==> config.mk <==
export PLATFORM = sky130hd
export DESIGN_NAME = sseg_scan_ctrl
export DESIGN_NICKNAME = d
export VERILOG_FILES = /design/src/rtl/sseg_scan_ctrl.sv
export SDC_FILE = /design/constraint.sdc
export NUM_CORES = 1
export LEC_CHECK = 0
export BUFFER_PORTS_ARGS = -buffer_cell sky130_fd_sc_hd__buf_2
export CAP_MARGIN = 0
export CORE_MARGIN = 5
export CORE_UTILIZATION = 30
export DETAILED_ROUTE_END_ITERATION = 16
export HOLD_SLACK_MARGIN = 0.15
export PLACE_DENSITY = 0.51
export SLEW_MARGIN = 20
export SYNTH_ARGS = -nofsm -noshare
export SYNTH_HDL_FRONTEND = slang
export SYNTH_SLANG_ARGS = --single-unit
export TNS_END_PERCENT = 1
==> constraint.sdc <==
create_clock -name clk -period 5.55 [get_ports clk]
set_clock_uncertainty 0.15 [all_clocks]
set_input_delay 0.8325 -clock clk [delete_from_list [all_inputs] [get_ports clk]]
set_output_delay 0.8325 -clock clk [all_outputs]
set_load 0.01 [all_outputs]
==> src/rtl/sseg_scan_ctrl.sv <==
// Multiplexed seven-segment scan controller with a double-buffered frame port,
// blanking interval, per-digit enable and PWM brightness.
module sseg_scan_ctrl #(
  parameter int N_DIG    = 4,
  parameter int PRESCALE = 4096,
  parameter int BLANK    = 64
) (
  input  logic               clk,
  input  logic               reset,
  input  logic               wr_valid,
  output logic               wr_ready,
  input  logic [8*N_DIG-1:0] wr_data,
  input  logic [N_DIG-1:0]   dig_en,
  input  logic [3:0]         bright,
  output logic [N_DIG-1:0]   an,
  output logic [7:0]         sseg,
  output logic               frame_tick
);

  localparam int CW = $clog2(PRESCALE);
  localparam int DW = (N_DIG > 1) ? $clog2(N_DIG) : 1;

  typedef enum logic {
    S_BLANK = 1'b0,
    S_DRIVE = 1'b1
  } state_t;

  state_t             state_q, state_d;
  logic [CW-1:0]      cnt_q, cnt_d;
  logic [DW-1:0]      dig_q, dig_d;
  logic [8*N_DIG-1:0] disp_q, disp_d;
  logic [8*N_DIG-1:0] pbuf_q, pbuf_d;
  logic               pend_q, pend_d;
  logic [N_DIG-1:0]   an_q, an_d;
  logic [7:0]         sseg_q, sseg_d;
  logic               tick_q, tick_d;

  logic slot_end, frame_end, accept, lit;

  assign wr_ready   = ~pend_q;
  assign an         = an_q;
  assign sseg       = sseg_q;
  assign frame_tick = tick_q;

  assign slot_end  = (cnt_q == CW'(PRESCALE - 1));
  assign frame_end = slot_end && (dig_q == DW'(N_DIG - 1));
  assign accept    = wr_valid && ~pend_q;
  assign lit       = (state_q == S_DRIVE) && dig_en[dig_q]
                     && (cnt_q[3:0] <= bright);

  always_comb begin
    state_d = state_q;
    cnt_d   = slot_end ? '0 : cnt_q + CW'(1);
    dig_d   = dig_q;
    if (slot_end) begin
      dig_d = (dig_q == DW'(N_DIG - 1)) ? '0 : dig_q + DW'(1);
    end
    unique case (state_q)
      S_BLANK: if (cnt_q == CW'(BLANK - 1)) state_d = S_DRIVE;
      S_DRIVE: if (slot_end) state_d = S_BLANK;
      default: state_d = S_BLANK;
    endcase
  end

  // Commit looks at the pre-edge pending flag, so a frame accepted on
  // the frame-end cycle waits for the following boundary.
  always_comb begin
    disp_d = disp_q;
    pbuf_d = pbuf_q;
    pend_d = pend_q;
    if (frame_end && pend_q) begin
      disp_d = pbuf_q;
      pend_d = 1'b0;
    end
    if (accept) begin
      pbuf_d = wr_data;
      pend_d = 1'b1;
    end
  end

  always_comb begin
    an_d   = '1;
    sseg_d = 8'hFF;
    tick_d = frame_end;
    if (lit) begin
      an_d[dig_q] = 1'b0;
      sseg_d      = disp_q[{dig_q, 3'b000} +: 8];
    end
  end

  always_ff @(posedge clk or negedge reset) begin
    if (!reset) begin
      state_q <= S_BLANK;
      cnt_q   <= '0;
      dig_q   <= '0;
      disp_q  <= '1;
      pbuf_q  <= '1;
      pend_q  <= 1'b0;
      an_q    <= '1;
      sseg_q  <= 8'hFF;
      tick_q  <= 1'b0;
    end else begin
      state_q <= state_d;
      cnt_q   <= cnt_d;
      dig_q   <= dig_d;
      disp_q  <= disp_d;
      pbuf_q  <= pbuf_d;
      pend_q  <= pend_d;
      an_q    <= an_d;
      sseg_q  <= sseg_d;
      tick_q  <= tick_d;
    end
  end

endmodule

# After elaboration in Yosys (flattened, before gate mapping)
# Index checks and enable logic that the tools add are counted.
# W data, S select, Z words.
# op_classes
addsub	2
magnitude_cmp	3
n_eq_ne	3
shifts	1
mux	13
bitwise	3
reduce_logical	7
# op_table
cell	count
$shiftx A32 B6 Y8	1
$add A12 B1 Y12 const B	1
$eq A12 B12 Y1 const B	1
$eq A12 B6 Y1 const B	1
$mux W12	1
$mux W8	1
$logic_and A1 B1 Y1	6
$mux W1	6
$le A4 B4 Y1	1
$mux W4	1
$not A4 Y4	1
$lt A2 B3 Y1 const B	1
$add A2 B1 Y2 const B	1
$bmux W1 S2	1
$demux W1 S2	1
$eq A2 B2 Y1 const B	1
$ge A2 B1 Y1 const B	1
$mux W2	1
$not A1 Y1	2
$pmux W1 S2	1
$reduce_bool A2 Y1	1
# totals
ff_bits	93
out_inout_bits	14

# Depth between registers and ports, before layout
# logic_depth
ltp_word	6
depth_mapped	6
depth_no_buf	5

# Worst setup path after synthesis
# No wires, ideal clock.
# synth_timing
path_kind	input-to-reg
from	input bright[2]
to	register an_q[0], in the netlist an[0]
setup_ns	0.098
arrival_time_ns	2.062
t_required_ns	5.302
setup_slack_ns	3.240
stages	6
cell_sequence	inv_1 > ha_1 > a21o_1 > a211oi_1 > clkbuf_1 > o211ai_1
# synth_via
elab_chain_cells	3
# synth_rtl
item	line	rtl
from (decl)	14	input logic [3:0] bright,
$le A4 B4 Y1	49	&& (cnt_q[3:0] <= bright);
$logic_and A1 B1 Y1	49	
$mux W4	85	if (lit) begin
net an_d[0]	34	logic [N_DIG-1:0] an_q, an_d;
to (signal assigned)	109	an_q <= an_d;
to (decl)	34	
# The timed path passes the listed nets, and every way through them passes these cells.
# A chain may end at the register's enable or synchronous reset.

# Worst setup path after layout
# layout_timing
from	register cnt_q[0]
to	register disp_q[1]
# layout_via
elab_chain_cells	3
# layout_rtl
item	line	rtl
from (decl)	29	logic [CW-1:0] cnt_q, cnt_d;
from (signal assigned)	104	cnt_q <= cnt_d;
$eq A12 B12 Y1	45	assign slot_end = (cnt_q == CW'(PRESCALE - 1));
$logic_and A1 B1 Y1	46	assign frame_end = slot_end && (dig_q == DW'(N_DIG - 1));
$logic_and A1 B1 Y1	71	if (frame_end && pend_q) begin
to (signal assigned)	106	disp_q <= disp_d;
to (decl)	31	logic [8*N_DIG-1:0] disp_q, disp_d;
# No other way between the ends.

==> impl_results.md <==
- Result of the run: finished, final reports clean
- Number of pins exceeding their max-slew limit in the final report: 0
- Vertical die dimension: 127.1 um
- Cell area after placement: between 4000 and 5000 sq um
- Cell type group with the largest total delay on the critical path: simple AND/OR/NAND/NOR gates
- Setup total negative slack: 0 ps
- Drt wl/cell: about 15 um
- Gate count of the mapped netlist: 280
- Initial Util: 30.81%
- Internal power consumption: between 1 and 1.5 mW
- Total wire length after detailed routing: between 7000 and 8000 um
- Average cell area after synthesis: 14.69 sq um
- Detailed route wirelength on metal2: ~3900 um
- Worst-case vdd ir drop: approximately 0.14 mV
- Standard cell core area: about 13000 sq um
- Antenna violations before repair: 0
- Post-CTS Hold Buffers: 0
- Total Routing Usage GR: roughly a tenth
- Switching component of the power: 0.3003 mW
- Pwr dens: slightly below 300 nW/um^2
- Buffers added on ports: between 50 and 60
- Setup crit end kind: register
- Number of setup violations in the final report: 0
- Die Outline Area: roughly 16000 sq um
- Leakage: between 2 and 2.5 nW
- Buffers plus inverters on the worst setup path: 1
- Number of clock buffers inserted by TritonCTS: 9
- Largest net degree at the start of global routing: 59
- Cell area after synthesis: between 4000 and 5000 sq um
- Deepest level of the CTS H-tree: 3
- Wire length of the first global-routing pass: roughly 13000 um
- Maxcap violations: 0
- Share of power burned in combinational logic: under 10%
- Routed length on met3: 251 um
- Yosys warnings: 0
- Number of setup buffers added after CTS: 0
- Final std cells w/o fill: roughly 520
- Measured slew at the worst slew-check pin: 1110 ps
- Critical path class: reg -> reg
- Via count of the first global-routing pass: around 2.5k
- Post-cts resize count: 0
- Remaining antenna violation count after routing: 0
- Path category of the worst min-delay check: reg -> reg
- Clock root buffer: clkbuf_16
- Final worst-path cycle share: 46.52%
- Part of the total power dissipated in the clock network: 43.2%
- Number of primary I/O pins: 57
- Post-Layout Inst Area: 4860 sq um
- First DRT Iteration DRCs: slightly below 100
- Die X-Extent: 127.1 um
- Sequential cell area fraction in the yosys report: roughly three fifths
- Layout net count: 387
- Unrepaired setup endpoints after global routing: no
- Stage delay of the slowest cell on the critical path: approximately 450 ps
- Placed cell count: 500
- Highest metal used: met4
- Residual DRC count: 0
- Clock tree from TritonCTS: built
- FP Rows: 42
- Fraction of final layout cells with drive strength greater than 1: between 60 and 70%
- Critical path peak fanout: 33
- Highest Clock Rate: 387.4 MHz
- Switching power as a share of total power: a little over a fifth
- Overflow after GRT: 0
- Final Hold Vio Count: 0
- Register bit total from synthesis: 93
- Clk Latency, worst-skew pair: roughly 330 ps
- Via count of the routed design: around 2.4k
- DR vias/cell: roughly 4.6
- Slowest stage cell on the critical path: dfrtp_1
- Metal-1 WL: about 3700 um
- Data arrival time of the worst path: 2690 ps
- Clock slew at reported path FFs: 60 ps
- Post-DP HPWL: 5449 um
- Fill cells: approximately 1.3k
- Kind of launch point of the worst setup path: register
- Sinks on Clock Net: 93
- P&R area growth vs syn: 18.16%
- Cell breakdown of the critical path: ha_1 -> nand3_1 -> nor4_4 -> buf_4 -> mux2_2
- Maximum clock insertion buffer count: 2
- Minimum clock period after layout: 2582 ps
- Post-synthesis net count: 332
- Number of distinct standard cells referenced by the synthesized netlist: 41
- Antenna cells: 0
- Final GP Congestion: approximately 0.7
- Sequential group share of total power: about 53%
- Detailed-routing iteration count for the pre-antenna-repair pass: 4
- Data required time at the worst endpoint: about 5700 ps
- Rel. slew slack: 26.00%
## path summary, 6_finish.rpt
check | depth (start not counted) | end | start | slack [ps]
hold reg to reg | 1 | state_q | state_q | 380
min in group asynchronous | 1 | pend_q | reset | 420
setup / recovery | 5 | disp_q[1] | cnt_q[0] | 2970
setup reg to reg | 5 | disp_q[1] | cnt_q[0] | 2970
hold / removal | 1 | state_q | state_q | 380
max in group asynchronous | 2 | disp_q[4] | reset | 3870
## flip-flops by register name (all words and copies together) (netlist names)
| signal | flops |
|---|---|
| sseg | 8 |
| dig_q | 2 |
| state_q | 1 |
| disp_q | 32 |
| frame_tick | 1 |
| pbuf_q | 32 |
| cnt_q | 12 |
| an | 4 |
| pend_q | 1 |
## through the flow
step	setup slack (ps)	utilization (%)	hold slack, ps	power [mW]
2_1_floorplan	3240	-	326.3	0.7730
3_3_place_gp	2694	34.19	350.0	0.8116
3_5_place_dp	2672	34.19	368.9	0.8146
4_1_cts	2933	36.41	378.2	1.437
5_1_grt	2771	36.41	426.3	1.469
6_report	2968	36.41	376.2	1.411
## power by group through the flow
stage,logic [mW],registers (mW),clock network [mW]
after detailed placement,0.0627,0.752,0
after global placement,0.0602,0.751,0
final,0.0601,0.741,0.610
after CTS,0.0629,0.741,0.633
after floorplan,0.0282,0.745,0
after global routing,0.0690,0.744,0.656
## final cells by class
type | instances | area, sq um | share of cell area, %
clock buffers | 9 | 225.2 | 4.634
clock inverters | 7 | 71.32 | 1.468
inverters | 18 | 67.56 | 1.390
multi-input cells | 155 | 1555 | 32.00
flip-flops and latches | 93 | 2422 | 49.85
well taps | 176 | 220.2 | 4.531
repair buffers | 58 | 297.8 | 6.128
## synth_stat cells
library cell,n,area share (%)
nand2_1,10,0.91
nor4_4,1,0.52
o221ai_1,2,0.43
mux4_2,8,4.4
clkbuf_2,1,0.12
nor2_1,7,0.64
nand3_1,6,0.73
and4b_1,1,0.24
clkbuf_1,5,0.46
or3b_2,1,0.21
o31ai_1,1,0.18
nand4_1,1,0.15
o41ai_1,1,0.21
nand4_2,1,0.30
mux2i_1,2,0.49
or4_1,1,0.18
o22ai_1,1,0.15
a21o_1,2,0.36
buf_1,2,0.18
nand4_4,1,0.52
xnor2_1,2,0.43
o211ai_1,13,2.4
a211o_1,1,0.21
nor4_1,3,0.46
dfstp_2,76,49
buf_2,3,0.36
nor2b_1,2,0.30
ha_1,9,2.7
mux2_2,62,17
xor2_1,3,0.64
nand3_2,1,0.24
nor3_1,2,0.24
buf_6,3,0.82
nand2b_1,1,0.15
o311ai_0,1,0.21
or3_1,1,0.15
a211oi_1,1,0.18
dfrtp_1,17,10
inv_1,18,1.6
and4_1,1,0.21
mux2_1,5,1.4
## metal layers
metal / global-route usage, % / up-vias
met5: 0 / -
met4: 3.596 / 0
met3: 2.087 / 10
met2: 16.53 / 42
met1: 14.17 / 1221
li1: - / 1118
## placed cells by master (no fill, tap or decap), drive strengths merged, types with 2 or more instances in the layout
| cell type | synthesis | final |
|---|---|---|
| nor3 | 2 | 2 |
| nand4 | 3 | 3 |
| nand3 | 7 | 7 |
| xnor2 | 2 | 2 |
| o221ai | 2 | 2 |
| dfrtp | 17 | 17 |
| mux2i | 2 | 2 |
| xor2 | 3 | 3 |
| nand2 | 10 | 10 |
| mux4 | 8 | 8 |
| ha | 9 | 9 |
| nor4 | 4 | 4 |
| a21o | 2 | 2 |
| o211ai | 13 | 13 |
| clkbuf | 6 | 9 |
| nor2b | 2 | 2 |
| dfstp | 76 | 76 |
| inv | 18 | 21 |
| nor2 | 7 | 7 |
| mux2 | 67 | 67 |
| clkinv | 0 | 3 |
| buf | 8 | 58 |
## worst register-to-register path, cell delays in order, from the launching register on
cell and delay, ps:
dfrtp_1 450, ha_1 250, nand3_1 430, nor4_4 400, buf_4 440, mux2_2 400
## cells by family after synthesis
family	synth area share, %
buf+inv	3.590
xor+xnor	1.065
simple gates	6.176
fa+ha+maj	2.738
compound gates	4.320
mux	23.21
flops	58.90
No activity file was read; power rests on OpenSTA's default activity.
